### src/rtl/ram_arbiter.sv
// ram_arbiter
// Two-master arbiter and sequencer in front of ram_interface. Master D is the
// load/store unit and master I is instruction fetch. Both share one
// single-port data RAM.
// One request is granted per cycle. Grants are combinational and appear in
// the same cycle as the request. D normally wins. I is forced through once it
// has been denied MAX_WAIT consecutive cycles.
// Every grant, including a misaligned one, is tracked by a response pipeline.
// Each grant returns exactly one registered rvalid pulse to its owner,
// LATENCY cycles after the grant.
//
// Ports
//   clk, rst                  clock, synchronous active-high reset
//   d_req/d_we/d_addr/d_wdata/d_type/d_sign
//                             master D request fields
//   d_gnt                     D accepted this cycle (combinational)
//   d_rvalid/d_rdata/d_err    D response (registered)
//   i_req/i_addr              master I read request (always a word, unsigned)
//   i_gnt/i_rvalid/i_rdata/i_err
//                             same meaning as the D side
//   mem_addr/mem_wdata/mem_type/mem_sign/rmem/wmem
//                             request side towards ram_interface
//   mem_rdata                 aligned/extended read data from ram_interface

`ifndef RegBus
`define RegBus 31:0
`endif
`ifndef MemTypeBus
`define MemTypeBus 1:0
`endif
`ifndef ZeroWord
`define ZeroWord 32'h0000_0000
`endif
`ifndef LS_B
`define LS_B 2'b00
`endif
`ifndef LS_H
`define LS_H 2'b01
`endif
`ifndef LS_W
`define LS_W 2'b10
`endif

module ram_arbiter #(
   parameter int LATENCY  = 1,
   parameter int MAX_WAIT = 4
) (
   input  logic                 clk,
   input  logic                 rst,
   input  logic                 d_req,
   input  logic                 d_we,
   input  logic [`RegBus]       d_addr,
   input  logic [`RegBus]       d_wdata,
   input  logic [`MemTypeBus]   d_type,
   input  logic                 d_sign,
   output logic                 d_gnt,
   output logic                 d_rvalid,
   output logic [`RegBus]       d_rdata,
   output logic                 d_err,
   input  logic                 i_req,
   input  logic [`RegBus]       i_addr,
   output logic                 i_gnt,
   output logic                 i_rvalid,
   output logic [`RegBus]       i_rdata,
   output logic                 i_err,
   output logic [`RegBus]       mem_addr,
   output logic [`RegBus]       mem_wdata,
   output logic [`MemTypeBus]   mem_type,
   output logic                 mem_sign,
   output logic                 rmem,
   output logic                 wmem,
   input  logic [`RegBus]       mem_rdata
);

   localparam logic [3:0] MAX_WAIT_C = 4'(MAX_WAIT);

   // owner: 0 = master D, 1 = master I
   typedef struct packed {
      logic valid;
      logic owner;
      logic is_read;
      logic err;
   } entry_t;

   // Size/offset legality. Unknown type codes are treated as misaligned so
   // they never reach the RAM.
   function automatic logic addr_aligned(input logic [`MemTypeBus] typ,
                                         input logic [1:0]           lsb);
      logic ok;
      case (typ)
         `LS_B:   ok = 1'b1;
         `LS_H:   ok = ~lsb[0];
         `LS_W:   ok = (lsb == 2'b00);
         default: ok = 1'b0;
      endcase
      return ok;
   endfunction

   logic [3:0]     starve_cnt_r;
   logic           any_gnt_s;
   logic           req_we_s;
   logic           req_aligned_s;
   logic [`RegBus] resp_data_s;
   entry_t         new_entry_s;
   entry_t         exit_entry_s;

   // Grant selection: D priority, I forced once it has waited MAX_WAIT cycles.
   always_comb begin
      d_gnt = 1'b0;
      i_gnt = 1'b0;
      if (d_req && i_req) begin
         if (starve_cnt_r == MAX_WAIT_C) begin
            i_gnt = 1'b1;
         end else begin
            d_gnt = 1'b1;
         end
      end else if (d_req) begin
         d_gnt = 1'b1;
      end else if (i_req) begin
         i_gnt = 1'b1;
      end else begin
         d_gnt = 1'b0;
         i_gnt = 1'b0;
      end
   end

   assign any_gnt_s = d_gnt | i_gnt;

   // Request-side mux of the winning master's fields. Idle drives zeros.
   always_comb begin
      mem_addr      = `ZeroWord;
      mem_wdata     = `ZeroWord;
      mem_type      = 2'b00;
      mem_sign      = 1'b0;
      req_we_s      = 1'b0;
      req_aligned_s = 1'b0;
      if (d_gnt) begin
         mem_addr      = d_addr;
         mem_wdata     = d_wdata;
         mem_type      = d_type;
         mem_sign      = d_sign;
         req_we_s      = d_we;
         req_aligned_s = addr_aligned(d_type, d_addr[1:0]);
      end else if (i_gnt) begin
         mem_addr      = i_addr;
         mem_type      = `LS_W;
         req_aligned_s = addr_aligned(`LS_W, i_addr[1:0]);
      end else begin
         req_we_s      = 1'b0;
      end
   end

   // A misaligned access is granted and acknowledged but never strobes the RAM.
   assign rmem = any_gnt_s & ~req_we_s & req_aligned_s;
   assign wmem = any_gnt_s &  req_we_s & req_aligned_s;

   assign new_entry_s = {any_gnt_s, i_gnt, ~req_we_s, any_gnt_s & ~req_aligned_s};

   // Starvation counter: counts consecutive denied I cycles, saturating.
   always_ff @(posedge clk) begin
      if (rst) begin
         starve_cnt_r <= 4'd0;
      end else if (i_req && !i_gnt) begin
         if (starve_cnt_r != MAX_WAIT_C) begin
            starve_cnt_r <= starve_cnt_r + 4'd1;
         end else begin
            starve_cnt_r <= starve_cnt_r;
         end
      end else begin
         starve_cnt_r <= 4'd0;
      end
   end

   // The response register counts as the last stage. The explicit shift
   // register therefore holds LATENCY-1 entries. With LATENCY=1 the grant
   // feeds the response register directly.
   generate
      if (LATENCY <= 1) begin : g_lat1
         assign exit_entry_s = new_entry_s;
      end else begin : g_pipe
         entry_t pipe_r [0:LATENCY-2];

         // Tracking pipeline: shifts every cycle, reset discards in-flight work.
         always_ff @(posedge clk) begin
            if (rst) begin
               for (int k = 0; k < LATENCY - 1; k++) begin
                  pipe_r[k] <= '0;
               end
            end else begin
               pipe_r[0] <= new_entry_s;
               for (int k = 1; k < LATENCY - 1; k++) begin
                  pipe_r[k] <= pipe_r[k-1];
               end
            end
         end

         assign exit_entry_s = pipe_r[LATENCY-2];
      end
   endgenerate

   assign resp_data_s = (exit_entry_s.is_read && !exit_entry_s.err) ? mem_rdata : `ZeroWord;

   // Response registers: route the exiting entry to its owner. The other
   // master's rdata holds its last value.
   always_ff @(posedge clk) begin
      if (rst) begin
         d_rvalid <= 1'b0;
         d_err    <= 1'b0;
         d_rdata  <= `ZeroWord;
         i_rvalid <= 1'b0;
         i_err    <= 1'b0;
         i_rdata  <= `ZeroWord;
      end else begin
         d_rvalid <= exit_entry_s.valid & ~exit_entry_s.owner;
         d_err    <= exit_entry_s.valid & ~exit_entry_s.owner & exit_entry_s.err;
         i_rvalid <= exit_entry_s.valid &  exit_entry_s.owner;
         i_err    <= exit_entry_s.valid &  exit_entry_s.owner & exit_entry_s.err;
         if (exit_entry_s.valid && !exit_entry_s.owner) begin
            d_rdata <= resp_data_s;
         end else begin
            d_rdata <= d_rdata;
         end
         if (exit_entry_s.valid && exit_entry_s.owner) begin
            i_rdata <= resp_data_s;
         end else begin
            i_rdata <= i_rdata;
         end
      end
   end

endmodule
### config.mk
export PLATFORM = sky130hd
export DESIGN_NAME = ram_arbiter
export DESIGN_NICKNAME = d
export VERILOG_FILES = /design/src/rtl/ram_arbiter.sv
export SDC_FILE = /design/constraint.sdc
export NUM_CORES = 1
export LEC_CHECK = 0
export CAP_MARGIN = 20
export CORE_MARGIN = 10
export CORE_UTILIZATION = 35
export CTS_BUF_LIST = sky130_fd_sc_hd__clkbuf_4 sky130_fd_sc_hd__clkbuf_8
export DETAILED_ROUTE_END_ITERATION = 7
export PLACE_DENSITY = 0.88
export SLEW_MARGIN = 10
export SYNTH_ARGS = -nofsm -noshare
export SYNTH_HDL_FRONTEND = slang
export SYNTH_SLANG_ARGS = --single-unit
### constraint.sdc
create_clock -name clk -period 4.35 [get_ports clk]
set_input_delay 0.87 -clock clk [delete_from_list [all_inputs] [get_ports clk]]
set_output_delay 0.87 -clock clk [all_outputs]
set_load 0.02 [all_outputs]
== Word level (Yosys, flattened, before mapping) ==
Index checks and enable logic that the tools add are counted.

* Register bits: 72
* Latch bits: 0
* Memory bits (writable): 0
* Bits in read-only memories: 0
* Output and inout port bits: 139
* Word-level logic and storage cells: 56
* Memories: 0

* $add $sub $neg: 1
* $mul: 0
* Div/mod/pow operators: 0
* Order comparisons: 0
* Equality and inequality tests: 4
* Shift operators: 0
* Multiplexer cells: 18
* Bitwise operators: 15
* Reduce and logical (&&, ||, !) cells: 11

{| class="wikitable"
|+ Operator list
! kind !! number
|-
| $mux W32 || 4
|-
| $mux W1 || 11
|-
| $and A1 B1 Y1 || 9
|-
| $logic_not A2 Y1 || 3
|-
| $logic_and A1 B1 Y1 || 5
|-
| $not A1 Y1 || 5
|-
| $add A4 B1 Y4 const B || 1
|-
| $eq A4 B3 Y1 const B || 1
|-
| $mux W2 || 2
|-
| $ne A4 B3 Y1 const B || 1
|-
| $pmux W1 S3 || 1
|-
| $eq A2 B1 Y1 const B || 1
|-
| $eq A2 B2 Y1 const B || 1
|-
| $logic_not A1 Y1 || 2
|-
| $reduce_or A2 Y1 || 1
|-
| $or A1 B1 Y1 || 1
|}

== Logic depth before layout (Yosys ltp) ==
* Word-level depth: 10
* Gate-level depth with buffers: 9

== Worst setup path after synthesis ==
Ideal clock, no wire load.

* Path kind: input port to output port
* Start point: input d_req
* End point: output mem_addr[22]
* Arrival time: 1.954 ns
* Path slack: 1.526 ns
* Cell stages on the path: 7
* Buffers on the path: 3
* Path through: buf_2 inv_2 a21oi_4 inv_2 buf_6 buf_2 a22o_1

* Longest elaborated chain between the ends: 4
* Elaborated cells between the ends (all ways): 7
* Classes of those cells: mux (6); reduce/logical (1)

{| class="wikitable"
|+ RTL lines
! item !! RTL line !! source
|-
| start: declaration || 50 || <nowiki>input logic d_req,</nowiki>
|-
| $mux W1 or $logic_and A1 B1 Y1 (tied branches) || 117, 111 ||
|-
| $mux W1 * || 111 || <nowiki>if (d_req && i_req) begin</nowiki>
|-
| via i_gnt || 62 || <nowiki>output logic i_gnt,</nowiki>
|-
| $mux W32 * || 144 || <nowiki>end else if (i_gnt) begin</nowiki>
|-
| $mux W32 * || 137 || <nowiki>if (d_gnt) begin</nowiki>
|-
| end: declaration || 66 || <nowiki>output logic [`RegBus] mem_addr,</nowiki>
|}

The timed path passes the listed nets; every way through them passes the cells marked *.

== Final worst setup path ==
* Start point: input i_req
* End point: output rmem

* Longest elaborated chain between the ends: 6
* Elaborated cells between the ends (all ways): 12
* Classes of those cells: mux (7); bitwise (4); reduce/logical (1)

{| class="wikitable"
|+ RTL lines
! item !! RTL line !! source
|-
| start: declaration || 60 || <nowiki>input logic i_req,</nowiki>
|-
| $mux W1 or $logic_and A1 B1 Y1 (tied branches) || 119, 111 ||
|-
| $mux W1 (on tied branches) || 117, 111 ||
|-
| $mux W1 (on tied branches) || 111, 137 ||
|-
| $or A1 B1 Y1, or another cell as far along || 127 || <nowiki>assign any_gnt_s = d_gnt | i_gnt;</nowiki>
|-
| $and A1 B1 Y1 or $mux W1 (tied branches) || 154, 137 ||
|-
| $and A1 B1 Y1 * || 154 || <nowiki>assign rmem = any_gnt_s & ~req_we_s & req_aligned_s;</nowiki>
|-
| end: declaration || 70 || <nowiki>output logic rmem,</nowiki>
|}

Mark *: on every way between the ends. The rest lies on a longest branch, timed or not.

==> reports/metrics.yaml <==
first_pass_iters: 4
cp_slowest_cell: "clkdlybuf4s50_1"
cts_tree: "done"
drive_gt1_frac: 0.05687
cpMostUsedCell: "clkdlybuf4s50_1"
dpl_worst_slack_ns: 0.4712
min_period_ns: 3.888
syn2layout_area_growth_pct: 95.25
cellPowerDensity_mw_per_mm2: 279.8
synth-edff-count: 0
cts_htree_levels: 3
via_per_inst: 5.395
clockRootBuffer: "clkbuf_8"
setup_tns_ns: 0
vias: 3998
fmax_mhz: 257.2
setup_violations: 0
worst_slew_pin_slew_ns: 0.5911
yosysSeqAreaShare: 0.4523
die_w_um: 115.4
detail-route-antenna-nets: 0
synth_nets: 511
grt_pass1_wl_um: 24810
synth_cell_types: 28
worst_slack_ns: 0.4618
skew_ns: 0.007831
hold_buffers: 0
required_ns: 3.48
multi_input_area_sq_mm: 0.001559
die_h_um: 115.4
grt_max_degree: 47
cpPeakStageDelay_ns: 0.63
routed_wl_um: 17050
crit_arrival_ns: 3.02
crit_type: "primary input to output port"
post_cts_buffers: 0
fillCellCount: 683
netlist_area_sq_mm: 0.003187
synthFlopType: "dfxtp_1"
grt_pass1_vias: 3988
crit_fanout: 20
antenna_found_initial: 0
n_antenna_cell: 0
run_status: "finished clean"
relSlewSlack: 0.6054
regArea_sq_mm: 0.001441
synthCells: 373
core-area_sq_mm: 0.008806
gp_congestion: 0.8698
hpwl_um: 13130
cts_buffers: 9
clock-sinks: 72
maxCapViolations: 0
synth-seq-cells: 72
ys_top_cells_by_area: "dfxtp_1, a22o_1, a32oi_1"
fin_crit_sh: 0.8938
drt_first_iter_violations: 295
hp-class: "flop to flop"
synth_top_cell_by_area: "dfxtp_1"
worst_setup_path_end_kind: "output port"
drc_errors: 0
grt_overflow_total: 0
syn_avg_cell_area_sq_um: 8.544
cp_cell_sequence: "clkdlybuf4s50_1, and4b_1, a21oi_4, inv_2, buf_4, a22o_1, clkdlybuf4s50_1"
wl_per_cell_um: 23.01
pin_count: 275
worstSkewPairLatency_ns: 0.34
hold_viol_final: 0
async_reset_ff_frac: 0
slew_viol_final: 0
irDropWorstVdd_v: 0.0002517
initial_core_util: 0.3619
rsz0062_at_grt: "no"
die-area_sq_mm: 0.01332
start_kind: "primary input"
cts_resized: 0
synth_warnings: 0
clk_pin_slew_ns: 0.07
rows: 34
synth_top_area_frac: 0.4523
globalRouteTotalUtil: 0.2392
nNetsFinal: 766
cts_buffer_depth: 2
leakage_uw: 0.002339
portBuffers: 274
==> worst max-delay path, delay by kind of cell <==
kind / cells / cell delay [ns]
AO/OA/AOI/OAI: 2 / 0.23
buffers and inverters: 4 / 1.56
AND/OR/NAND/NOR: 1 / 0.34
==> power breakdown <==
part	internal [uW]	leakage, uW	switching (uW)
Clock	353	0.000119	243
Sequential	674	0.000583	8.08
Combinational	246	0.00164	216
==> cell usage after synthesis (2+ instances only) <==
master	number
a32oi_1	32
buf_1	3
nand3_1	33
dfxtp_1	72
nor2_1	39
a21oi_1	32
ha_1	2
buf_6	2
inv_2	3
nor3_1	2
buf_2	14
a22o_1	33
and3_1	35
clkbuf_1	21
nand2_1	36
inv_1	2
==> through the flow <==
stage	util	cells	instance area [sq um]	hold WS, ns	power, uW
floorplan	-	373	3187	0.4297	878.9
global placement	0.6782	724	5972	0.4377	1149
detailed placement	0.6804	725	5992	0.4438	1156
CTS	0.7066	741	6222	0.4537	1752
global route	0.7066	741	6222	0.4830	1802
finish	0.7066	741	6222	0.4497	1741
==> final timing paths <==
path | start | end | slack, ns | depth (start not counted)
setup / recovery | i_req | rmem | 0.46 | 7
hold / removal | i_rdata[17]$_SDFFE_PP0N_ | i_rdata[17]$_SDFFE_PP0N_ | 0.45 | 2
setup reg to reg | starve_cnt_r[0]$_SDFFE_PP0P_ | d_rdata[24]$_SDFFE_PP0N_ | 2.45 | 7
hold reg to reg | i_rdata[17]$_SDFFE_PP0N_ | i_rdata[17]$_SDFFE_PP0N_ | 0.45 | 2
==> cells in the final DEF, fill, tap and decap left out <==
master	instances
clkdlybuf4s50_1	273
dfxtp_1	72
nor2_1	38
nand2_1	36
and3_1	35
a22o_1	33
nand3_1	33
a21oi_1	32
a32oi_1	32
clkbuf_8	11
buf_4	8
inv_2	3
inv_1	2
nor3_1	2
ha_1	2
clkinv_2	2
bufinv_16	2
buf_12	2
nand4b_2	1
nand2_2	1
and4b_1	1
a21oi_4	1
nor2_2	1
o21a_1	1
o22ai_2	1
nor3_4	1
a21o_1	1
nand3b_1	1
xnor2_1	1
nor4bb_1	1
xor2_1	1
clkinv_4	1
buf_2	1
==> state kept, by name, summed over array words and instances (netlist names) <==
signal	flops
d_rdata	32
i_rdata	32
starve_cnt_r	4
d_err	1
d_rvalid	1
i_err	1
i_rvalid	1
==> logic make-up after synthesis <==
family | Yosys count | synth area share
fa+ha+maj | 2 | 0.007851
simple gates | 151 | 0.2305
flops | 72 | 0.4523
buf+inv | 45 | 0.06321
compound gates | 101 | 0.2407
xor+xnor | 2 | 0.005498
==> routing by layer <==
metal | track usage | wire length, um | up-vias
li1 | - | - | 1873
met1 | 0.2594 | 6194 | 1904
met2 | 0.4157 | 8532 | 197
met3 | 0.1090 | 2006 | 24
met4 | 0.05997 | 316 | 0
met5 | 0 | 0 | -
==> area by class of cell <==
class,count,share of cell area
repair buffers,284,0.4561
well taps,108,0.02172
inverters,5,0.003016
multi-input cells,256,0.2506
clock buffers,11,0.02433
clock inverters,5,0.01267
flip-flops and latches,72,0.2317
No activity file was read; power rests on OpenSTA's default activity.
